<file path="src/rtl/lbist_pkg.sv">
// Shared definitions for the logic-BIST pattern generator / signature compactor.
package lbist_pkg;

  // Run controller states.
  typedef enum logic [1:0] {
    ST_IDLE = 2'd0,
    ST_RUN  = 2'd1,
    ST_DONE = 2'd2
  } run_state_e;

  // Default register width and the matching feedback polynomial (taps 63,62,13,4,0).
  localparam int          DEFAULT_WIDTH = 65;
  localparam logic [64:0] DEFAULT_TAPS  = 65'h0_C000_0000_0000_2011;
  localparam logic [64:0] DEFAULT_SEED  = 65'h1;

  // Width needed to hold a shift count from 0 up to and including n.
  function automatic int count_width(input int n);
    return $clog2(n + 1);
  endfunction

endpackage

</file>
<file path="src/rtl/lbist_run_ctrl.sv">
// Counted-run controller: decides when the state register may shift and
// tracks how many shifts of the current run have completed.
// shift_ok is a qualifier, not a handshake: a shift happens on a cycle where
// en=1 and shift_ok=1 (load always wins in the parent and is handled there).
module lbist_run_ctrl
  import lbist_pkg::*;
#(
  parameter int N_PATTERNS = 1024,
  parameter int CW         = count_width(N_PATTERNS)
) (
  input  logic          clk,
  input  logic          reset,
  input  logic          en,
  input  logic          load,
  input  logic          start,
  output logic          busy,
  output logic          done,
  output logic [CW-1:0] count,
  output logic          shift_ok,
  output run_state_e    fsm_state
);

  run_state_e    state_q, state_d;
  logic [CW-1:0] count_d;
  logic [CW-1:0] count_inc;

  assign count_inc = count + CW'(1);

  // State and counter registers; active-low synchronous reset.
  always_ff @(posedge clk) begin
    if (!reset) begin
      state_q <= ST_IDLE;
      count   <= '0;
    end else begin
      state_q <= state_d;
      count   <= count_d;
    end
  end

  // Next state, next count and the shift qualifier.
  always_comb begin
    state_d  = state_q;
    count_d  = count;
    shift_ok = 1'b0;
    if (load) begin
      state_d = ST_IDLE;
      count_d = '0;
    end else begin
      case (state_q)
        ST_IDLE: begin
          if (start) begin
            state_d = ST_RUN;
            count_d = '0;
          end else begin
            shift_ok = 1'b1;
          end
        end
        ST_RUN: begin
          // start is ignored here; the run only advances on enabled cycles.
          shift_ok = 1'b1;
          if (en) begin
            count_d = count_inc;
            if (count_inc == CW'(N_PATTERNS)) state_d = ST_DONE;
          end
        end
        ST_DONE: begin
          // Signature is frozen until a new run or a load.
          if (start) begin
            state_d = ST_RUN;
            count_d = '0;
          end
        end
        default: begin
          state_d = ST_IDLE;
          count_d = '0;
        end
      endcase
    end
  end

  assign busy      = (state_q == ST_RUN);
  assign done      = (state_q == ST_DONE);
  assign fsm_state = state_q;

endmodule

</file>
<file path="src/rtl/lfsr_prpg.sv">
// Fibonacci-style LFSR usable as a pseudo-random pattern generator (PRPG)
// or as a multiple-input signature register (MISR), with counted runs.
module lfsr_prpg
  import lbist_pkg::*;
#(
  parameter int               WIDTH      = DEFAULT_WIDTH,
  parameter logic [WIDTH-1:0] TAPS       = WIDTH'(DEFAULT_TAPS),
  parameter logic [WIDTH-1:0] SEED       = WIDTH'(DEFAULT_SEED),
  parameter int               N_PATTERNS = 1024,
  parameter bit               FB_INV     = 1'b0
) (
  input  logic                              clk,
  input  logic                              reset,
  input  logic                              en,
  input  logic                              mode_misr,
  input  logic                              load,
  input  logic [WIDTH-1:0]                  seed_in,
  input  logic [WIDTH-1:0]                  data_in,
  input  logic                              start,
  output logic [WIDTH-1:0]                  q,
  output logic                              busy,
  output logic                              done,
  output logic                              zero_lock,
  output logic [$clog2(N_PATTERNS+1)-1:0]   count
);

  localparam int CW = $clog2(N_PATTERNS + 1);

  logic [WIDTH-1:0] state;
  logic [WIDTH-1:0] shifted;
  logic [WIDTH-1:0] next_state;
  logic             fb;
  logic             shift_ok;
  run_state_e       run_state;

  lbist_run_ctrl #(
    .N_PATTERNS (N_PATTERNS),
    .CW         (CW)
  ) u_run_ctrl (
    .clk       (clk),
    .reset     (reset),
    .en        (en),
    .load      (load),
    .start     (start),
    .busy      (busy),
    .done      (done),
    .count     (count),
    .shift_ok  (shift_ok),
    .fsm_state (run_state)
  );

  assign fb        = (^(state & TAPS)) ^ FB_INV;
  assign shifted   = {fb, state[WIDTH-1:1]};
  // The all-zero state is a lock-up only for pattern generation.
  assign zero_lock = (state == '0) && !mode_misr;

  // Next value for an enabled shift: lock-up reload, MISR fold-in, or plain shift.
  always_comb begin
    next_state = shifted;
    if (zero_lock)      next_state = SEED;
    else if (mode_misr) next_state = shifted ^ data_in;
  end

  // State register: reset, then load, then qualified shift, else hold.
  always_ff @(posedge clk) begin
    if (!reset)                state <= SEED;
    else if (load)             state <= seed_in;
    else if (en && shift_ok)   state <= next_state;
  end

  assign q = state;

  // A finished run always reports the full pattern count.
  done_count_a: assert property (@(posedge clk) disable iff (!reset)
    (run_state == ST_DONE) |-> (count == CW'(N_PATTERNS)));

endmodule

</file>
<file path="config.mk">
export PLATFORM = sky130hd
export DESIGN_NAME = lfsr_prpg
export DESIGN_NICKNAME = d
export VERILOG_FILES = /design/src/rtl/lbist_pkg.sv /design/src/rtl/lbist_run_ctrl.sv /design/src/rtl/lfsr_prpg.sv
export SDC_FILE = /design/constraint.sdc
export NUM_CORES = 1
export LEC_CHECK = 0
export CORE_MARGIN = 1.5
export CORE_UTILIZATION = 35
export CTS_BUF_LIST = sky130_fd_sc_hd__clkbuf_4 sky130_fd_sc_hd__clkbuf_8 sky130_fd_sc_hd__clkbuf_16
export DETAILED_ROUTE_END_ITERATION = 6
export PLACE_DENSITY = 0.76
export SYNTH_ARGS = -nofsm -noshare
export SYNTH_HDL_FRONTEND = slang
export SYNTH_SLANG_ARGS = --single-unit
</file>
<file path="constraint.sdc">
create_clock -name clk -period 1.6 [get_ports clk]
set_input_delay 0.48 -clock clk [delete_from_list [all_inputs] [get_ports clk]]
set_output_delay 0.48 -clock clk [all_outputs]
set_load 0.02 [all_outputs]
</file>
Yosys cells after proc, flatten, opt, wreduce, memory -nomap -nowiden
Cells that the tools add are included.
- flip-flop bits (word level): 78
- bits in latches: 0
- memory bits (writable): 0
- ROM bits: 0
- bits of input ports: 136
- output and inout bits: 79
- logic and storage cells: 37
- memories kept: 0
- add/subtract/negate cells: 1
- $mul: 0
- div/mod/pow operators: 0
- magnitude comparators: 0
- eq/ne operators: 6
- shift-type cells: 0
- muxes and demuxes: 14
- bitwise operators: 2
- reductions and logical operators: 11
- operators with widths (cell ; number):
    $mux 65 ; 4
    $logic_not 65->1 ; 1
    $reduce_xor 65->1 ; 1
    $xor 65x65->65 ; 1
    $mux 11 ; 2
    $pmux 11 s2 ; 1
    $add 11x1->11 const B ; 1
    $eq 11x11->1 const B ; 1
    $mux 2 ; 3
    $ne 2x1->1 const B ; 2
    $pmux 2 s2 ; 1
    $reduce_or 2->1 ; 2
    $reduce_and 3->1 ; 1
    $eq 2x1->1 const B ; 1
    $eq 2x2->1 const B ; 1
    $logic_and 1x1->1 ; 2
    $logic_not 2->1 ; 1
    $mux 1 ; 2
    $ne 2x2->1 const B ; 1
    $pmux 1 s2 ; 1
    $reduce_and 2->1 ; 1
    $reduce_bool 2->1 ; 1
    $logic_not 1->1 ; 1
    $not 1->1 ; 1

Logic depth before layout (Yosys ltp)
Gate-level depths: netlist of the first run.
- depth in word-level cells: 6
- depth in mapped cells: 8
- gate-level depth less buffers: 7

Cells and area by module
Synthesis of the first run repeated with hierarchy kept, for this count alone.
- cell total of the unflattened synthesis: 515
- area total of the unflattened synthesis: 4445.5 um2
- by module, submodules not included (module ; times used ; cells an instance ; area each (um2) ; sequential area each (um2)):
    lfsr_prpg ; 1 ; 417 ; 3661.0 ; 1301.2
    lbist_run_ctrl ; 1 ; 98 ; 784.5 ; 260.2

Worst setup path after synthesis of the first run
OpenSTA, ideal clock, no wires.
- path kind: reg-to-output
- from: reg state[62], in the netlist q[62]
- to: out zero_lock
- data arrival time: 1252 ps
- required time: 1120 ps
- setup slack: -132 ps
- cell stages (with the launch flop): 6
- path buffers: 0
- path through: dfxtp_1 inv_1 ha_1 nor4b_1 and3_1 and3_1
- cells in the longest elaborated chain, start to end: 2
- ends and longest elaborated chain (element ; line ; RTL):
    from (decl) ; lfsr_prpg.sv:29 ; logic [WIDTH-1:0] state;
    from (signal assigned) ; lfsr_prpg.sv:67 ; else if (load) state <= seed_in;
    from (signal assigned) ; lfsr_prpg.sv:68 ; else if (en && shift_ok) state <= next_state;
    $logic_not 65->1 ; lfsr_prpg.sv:55 ; assign zero_lock = (state == '0) && !mode_misr;
    $logic_and 1x1->1 ; lfsr_prpg.sv:55 ;
    to (decl) ; lfsr_prpg.sv:23 ; output logic zero_lock,
No other way between the ends.

Worst setup path in the final report of the first run
- from: reg state[39], in the netlist q[39]
- to: out zero_lock
Same word-level chain as after synthesis.

==> reports/metrics.cfg, run 1 <==
[status]
status=finished, violations left
violations=setup timing

[global_route]
grt_start_max_net_pins=66
grt_pass1_vias=5378
overflow=0
track_usage=0.247
grt_first_pass_wirelength_um=25800
antenna_found_initial=0

[drt]
wl_um=16800
num_vias=5237
first_iter_violations=240
vias_per_cell=5.11
first_pass_iters=5
ant_nets=0
drc=0
wire_per_inst_um=16.4

[yosys]
synthCells=547
synth_edf_count=0
ys_seq_elements=78
syn-num-nets=685
synth_area_mm2=0.00442
async_flop_share=0
yosysWarningCount=0
synth_area_leader_cell=dfxtp_1
yosysTopAreaCellShare=0.354
synth_area_leaders=dfxtp_1 (35%), xor2_1 (12%), a22oi_1 (11%), and2_1 (8.8%), o21ai_0 (7.7%)
syn_area_per_cell_um2=8.07
synthFlopType=dfxtp_1
synth_seq_area_share=0.354
synth_cell_types=42

[pwr]
swShare=0.264
p_int_mw=4.60
power_mw=6.26
power_frac_seq=0.344
p_per_area_mw_per_mm2=772
power.leakage_nw=3.49
p_comb_frac=0.283
power.switching_mw=1.65
peakVddDrop_v=0.000427
clockPowerShare=0.373

[clock_network]
clkTransAtPathRegs_ps=60
cts-root-buf=clkbuf_16
clk_path_buf_depth=2
htreeDepth=3
clock_sink_count=78
cts_tree=done
numCtsBuffers=9
cts_hold_buffers=0
clk_latency_ps=330

[timing]
min_period_ps=2080
finalCritPeriodShare=1.30
slew_viol_final=0
setup_viol=1
maxSlewHeadroom=0.706
rsz0062_at_grt=yes
setup_slack_ps=-481
hold_viol_final=0
timing.fmax_ghz=0.480
worstMarginPinSlew_ps=440
clock_skew_ps=7.46

[worst_setup_path]
startpoint_type=register
end_kind=output port
required_ps=1120
path_class=register to output port
arrival_ps=1600
crit_fanout=2

[placed_design]
dpl.cell_count=1004
port_buffers=214
dp_slack_ps=-811
hpwl_um=12200
place_area_mm2=0.00751
globalplace.congestion=0.848

[finish]
stdcell_area_mm2=0.00810
stdcell_count=1025
area_growth_pct=83.5
n_fill_cell=1011
final_common_cell=clkdlybuf4s50_1
seqCellArea_mm2=0.00161
post_route_cells_drive_above_1_share=0.320
multi_input_area_mm2=0.00291
antenna_cells=0
design.final.nets=991
final_cell_mix=clkdlybuf4s50_1 (130), buf_4 (103), nand2_1 (74)

[die]
die_w_um=115
die_h_um=115
rows=40
initial_core_util=0.363
die_area_mm2=0.0133
core_mm2=0.0122
ios=215

[hold_path]
worstHoldPathType=primary input to register

[run]
max_cap_viol_count=0

[area by class of cell]
type / instances / share of cell area
inverters: 6 / 0.00278
repair buffers: 331 / 0.371
well taps: 168 / 0.0259
multi-input cells: 427 / 0.359
clock buffers: 11 / 0.0304
flip-flops and latches: 78 / 0.198
clock inverters: 4 / 0.0117
[kinds of logic (layout without fill, tap and decap cells)]
group | Yosys count | in the layout | share of synthesized area
buffers and inverters | 42 | 352 | 0.0394
AOI/OAI and AO/OA | 157 | 157 | 0.228
adders and majority gates | 2 | 2 | 0.00566
DFF | 78 | 78 | 0.354
and+or+nand+nor | 198 | 198 | 0.234
muxes | 1 | 1 | 0.00227
xor gates and xnor gates | 69 | 69 | 0.137
[flip-flops by register name (all words and copies together), names as in the netlist]
name                  flops
u_run_ctrl.fsm_state      2
u_run_ctrl.count         11
q                        65
[critical path: stages (launching register included)]
cell and delay (ps):
dfxtp_2 330, nor4_4 330, nand4_1 190, nor2_2 130, and3_4 190, buf_6 110
[cells in the mapped netlist (all sizes together) (2+ instances only)]
cell / instances
a21oi: 9
a22o: 5
a22oi: 63
a311oi: 2
a31oi: 4
and2: 62
and3: 4
buf: 15
clkbuf: 21
dfxtp: 78
ha: 2
inv: 6
nand2: 76
nand3: 6
nand4: 5
nor2: 16
nor3: 5
nor4: 17
o211a: 2
o21ai: 68
xnor2: 6
xor2: 63
[power by group through the flow]
stage | registers [mW] | clock network (mW) | logic, mW
4_1_cts | 2.14 | 2.38 | 1.73
3_5_place_dp | 2.16 | 0 | 1.69
5_1_grt | 2.16 | 2.47 | 1.91
3_3_place_gp | 2.15 | 0 | 1.68
6_report | 2.15 | 2.34 | 1.77
2_1_floorplan | 2.35 | 0 | 0.539
[per-layer routing]
layer | routed length, um | global-route usage
met4 | 478 | 0.105
met1 | 6900 | 0.287
met2 | 8300 | 0.439
met3 | 1110 | 0.0511
met5 | 0 | 0
[final timing paths]
path,from,endpoint,slack (ps),cells after the start
worst max-delay path,q[39]$_SDFFE_PN0P_,zero_lock,-480,5
worst min-delay path,start,u_run_ctrl.fsm_state[1]$_SDFFE_PP0P_,530,2
worst max register to register,u_run_ctrl.fsm_state[0]$_SDFFE_PP0P_,q[36]$_SDFFE_PN0P_,20,7
worst min register to register,u_run_ctrl.count[1]$_SDFFE_PP0P_,u_run_ctrl.count[1]$_SDFFE_PP0P_,540,2
[through the flow]
step | utilization | hold WS [ps] | TNS, ps
floorplan | - | 559 | -73.6
global placement | 0.617 | 512 | -33550
detailed placement | 0.617 | 527 | -34680
CTS | 0.669 | 543 | -1420
global route | 0.666 | 531 | -1040
finish | 0.666 | 531 | -481
[timing repair]
| item | 4_1_cts | 5_1_grt |
|---|---|---|
| cloned | 2 | 2 |
| endpoints found under the setup margin | 155 | 104 |
| setup buffers | 11 | 2 |
| pin swaps | 19 | 10 |
| gates resized for setup | 226 | 110 |
(Power assumes the default switching activity.)
==> run 2, diff against run 1 <==
CELL_PAD_IN_SITES_DETAIL_PLACEMENT = 2   (was not set)
CELL_PAD_IN_SITES_GLOBAL_PLACEMENT = 2   (was not set)
CORE_UTILIZATION = 20   (was 35)
CTS_CLUSTER_SIZE = 12   (was not set)
MAX_ROUTING_LAYER = met4   (was not set)
PLACE_DENSITY = 0.8   (was 0.76)
==> run 2 against run 1 <==
Compared with the run above: the run still ends with setup timing left; via count is 0.55% higher; count of clock-buffer cells in the layout shrank 2; critical path depth grew 1; design area is 1.2% lower; combinational power barely moved; fmax is 7.3% lower; wire length up 26%; register-to-register slack got worse by 110 ps; largest cell class unchanged.
==> reports/metrics.cfg, run 2 (same netlist as run 1, synthesis figures left out) <==
[global_route]
track_usage=0.192  ; -0.0551
antenna_found_initial=0  ; unchanged
overflow=0  ; unchanged
grt_start_max_net_pins=69  ; +4.5%
grt_first_pass_wirelength_um=32700  ; +27%
grt_pass1_vias=5966  ; +11%

[drt]
vias_per_cell=4.60  ; -9.9%
first_iter_violations=94  ; -61%
first_pass_iters=4  ; -1
drc=0  ; unchanged
wl_um=21100  ; +26%
num_vias=5266  ; +0.55%
ant_nets=0  ; unchanged
wire_per_inst_um=18.4  ; +13%

[die]
die_h_um=152  ; +31%
initial_core_util=0.203  ; -0.160
ios=215  ; unchanged
core_mm2=0.0218  ; +79%
rows=54  ; +35%
die_w_um=152  ; +31%
die_area_mm2=0.0230  ; +73%

[timing]
min_period_ps=2240  ; +163 ps
holdWs_ps=539  ; +7.44 ps
maxSlewHeadroom=0.769  ; +0.0632
setup_slack_ps=-645  ; -163 ps
hold_viol_final=0  ; unchanged
setup_tns_ps=-895  ; -413 ps
rsz0062_at_grt=yes
setup_viol=5  ; +4
timing.fmax_ghz=0.446  ; -7.3%
slew_viol_final=0  ; unchanged
worstMarginPinSlew_ps=343  ; -96.9 ps
clock_skew_ps=6.55  ; -0.911 ps
finalCritPeriodShare=1.40  ; +0.102

[worst_setup_path]
startpoint_type=register
arrival_ps=1760  ; +160 ps
slowest_stage=dfxtp_2
required_ps=1120  ; about the same
crit_fanout=2  ; unchanged
path_class=register to output port
crit_family=simple AND/OR/NAND/NOR gates
path_buf_inv=2  ; +1
end_kind=output port
critPathMaxStageDelay_ps=340  ; about the same
path_cells=nor4_4 -> buf_4 -> nand4_1 -> nor2_2 -> and3_4 -> buf_6

[hold_path]
worstHoldPathType=primary input to register

[clock_network]
cts_tree=done
clk_path_buf_depth=2  ; unchanged
htreeDepth=3  ; unchanged
numCtsBuffers=9  ; unchanged
clkTransAtPathRegs_ps=70  ; about the same
cts-root-buf=clkbuf_16
clock_sink_count=78  ; unchanged
clk_latency_ps=340  ; about the same

[pwr]
p_comb_frac=0.290  ; +0.007
clockPowerShare=0.352  ; -0.021
p_per_area_mw_per_mm2=749  ; -3.0%
peakVddDrop_v=0.000486  ; +14%
power.leakage_nw=3.41  ; -2.3%
power.switching_mw=1.80  ; +8.9%
swShare=0.300  ; +0.0358
p_int_mw=4.20  ; -8.8%
power_frac_seq=0.358  ; +0.014

[finish]
design.final.nets=996  ; +0.50%
final_common_cell=clkdlybuf4s50_1
fin_util=0.368  ; -0.298
final_cell_mix=clkdlybuf4s50_1 (130), buf_4 (114), nand2_1 (76)
stdcell_count=1144  ; +12%
post_route_cells_drive_above_1_share=0.313  ; -0.00686
area_growth_pct=81.3
largest_register_ffs=65  ; unchanged

[placed_design]
globalplace.congestion=0.803  ; -5.4%
port_buffers=214  ; unchanged
hpwl_um=16700  ; +37%
dpl.cell_count=1126  ; +12%

[run]
max_cap_viol_count=0  ; unchanged

[status]
status=finished, violations left
violations=setup timing

[run 2: cell count changes in the layout (fill, tap and decap cells not counted), moves of 5 or more]
cell	change
a22oi_2	-5
buf_2	+29
clkbuf_2	-22
nor4_1	+6
buf_8	-5
o21ai_1	-6
buf_4	+11
a22oi_1	+5
[run 2: worst paths after layout]
| path | from | end | slack, ps | cells after the start |
|---|---|---|---|---|
| worst max register to register | q[55]$_SDFFE_PN0P_ | q[61]$_SDFFE_PN0P_ | -90 | 7 |
| worst min register to register | u_run_ctrl.count[0]$_SDFFE_PP0P_ | u_run_ctrl.count[0]$_SDFFE_PP0P_ | 540 | 2 |
| worst max-delay path | q[55]$_SDFFE_PN0P_ | zero_lock | -640 | 6 |
| worst min-delay path | start | u_run_ctrl.fsm_state[1]$_SDFFE_PP0P_ | 540 | 2 |
[run 2: power by group through the flow]
stage / clock network, mW / logic [mW] / registers, mW
final: 2.11 / 1.74 / 2.15
after global routing: 2.27 / 1.90 / 2.16
after CTS: 2.19 / 1.77 / 2.15
after detailed placement: 0 / 1.79 / 2.18
after global placement: 0 / 1.75 / 2.17
after floorplan: 0 / 0.539 / 2.35
[run 2: layout make-up]
cell class,instances,area (um^2)
Multi-Input combinational cell,427,2820
Antenna cell,1,2.50
Sequential cell,78,1600
Clock buffer,9,225
Clock inverter,7,73.8
Inverter,6,22.5
Timing Repair Buffer,336,2920
Fill cell,2450,13700
Tap cell,280,350
[run 2: repair_timing]
item	4_1_cts	5_1_grt
cloned	0	0
endpoints found under the setup margin	156	104
gates resized for setup	250	82
buffers inserted	0	3
pin swaps	14	10
hold buffers	0	0
[run 2: through the flow]
stage	power (mW)	instance area, um^2	worst slack, ps
global route	6.33	8010	-742
detailed placement	3.97	7750	-581
global placement	3.93	7750	-511
CTS	6.12	8160	-713
floorplan	2.89	4440	-37.9
finish	6.00	8010	-645
[run 2: layer usage]
metal | global-route usage | vias to the layer above | routed length [um]
li1 | - | 2547 | -
met1 | 0.226 | 2552 | 9020
met2 | 0.329 | 145 | 10500
met3 | 0.0344 | 22 | 1230
met4 | 0.0639 | 0 | 395
met5 | - | - | 0
[run 2: worst reg2reg max path: stages (launching register included)]
cell and delay, ps:
dfxtp_2 340, nor4_4 310, buf_4 160, nand4_1 140, nor2_2 170, buf_4 130
a31oi_4 100, a22o_1 220
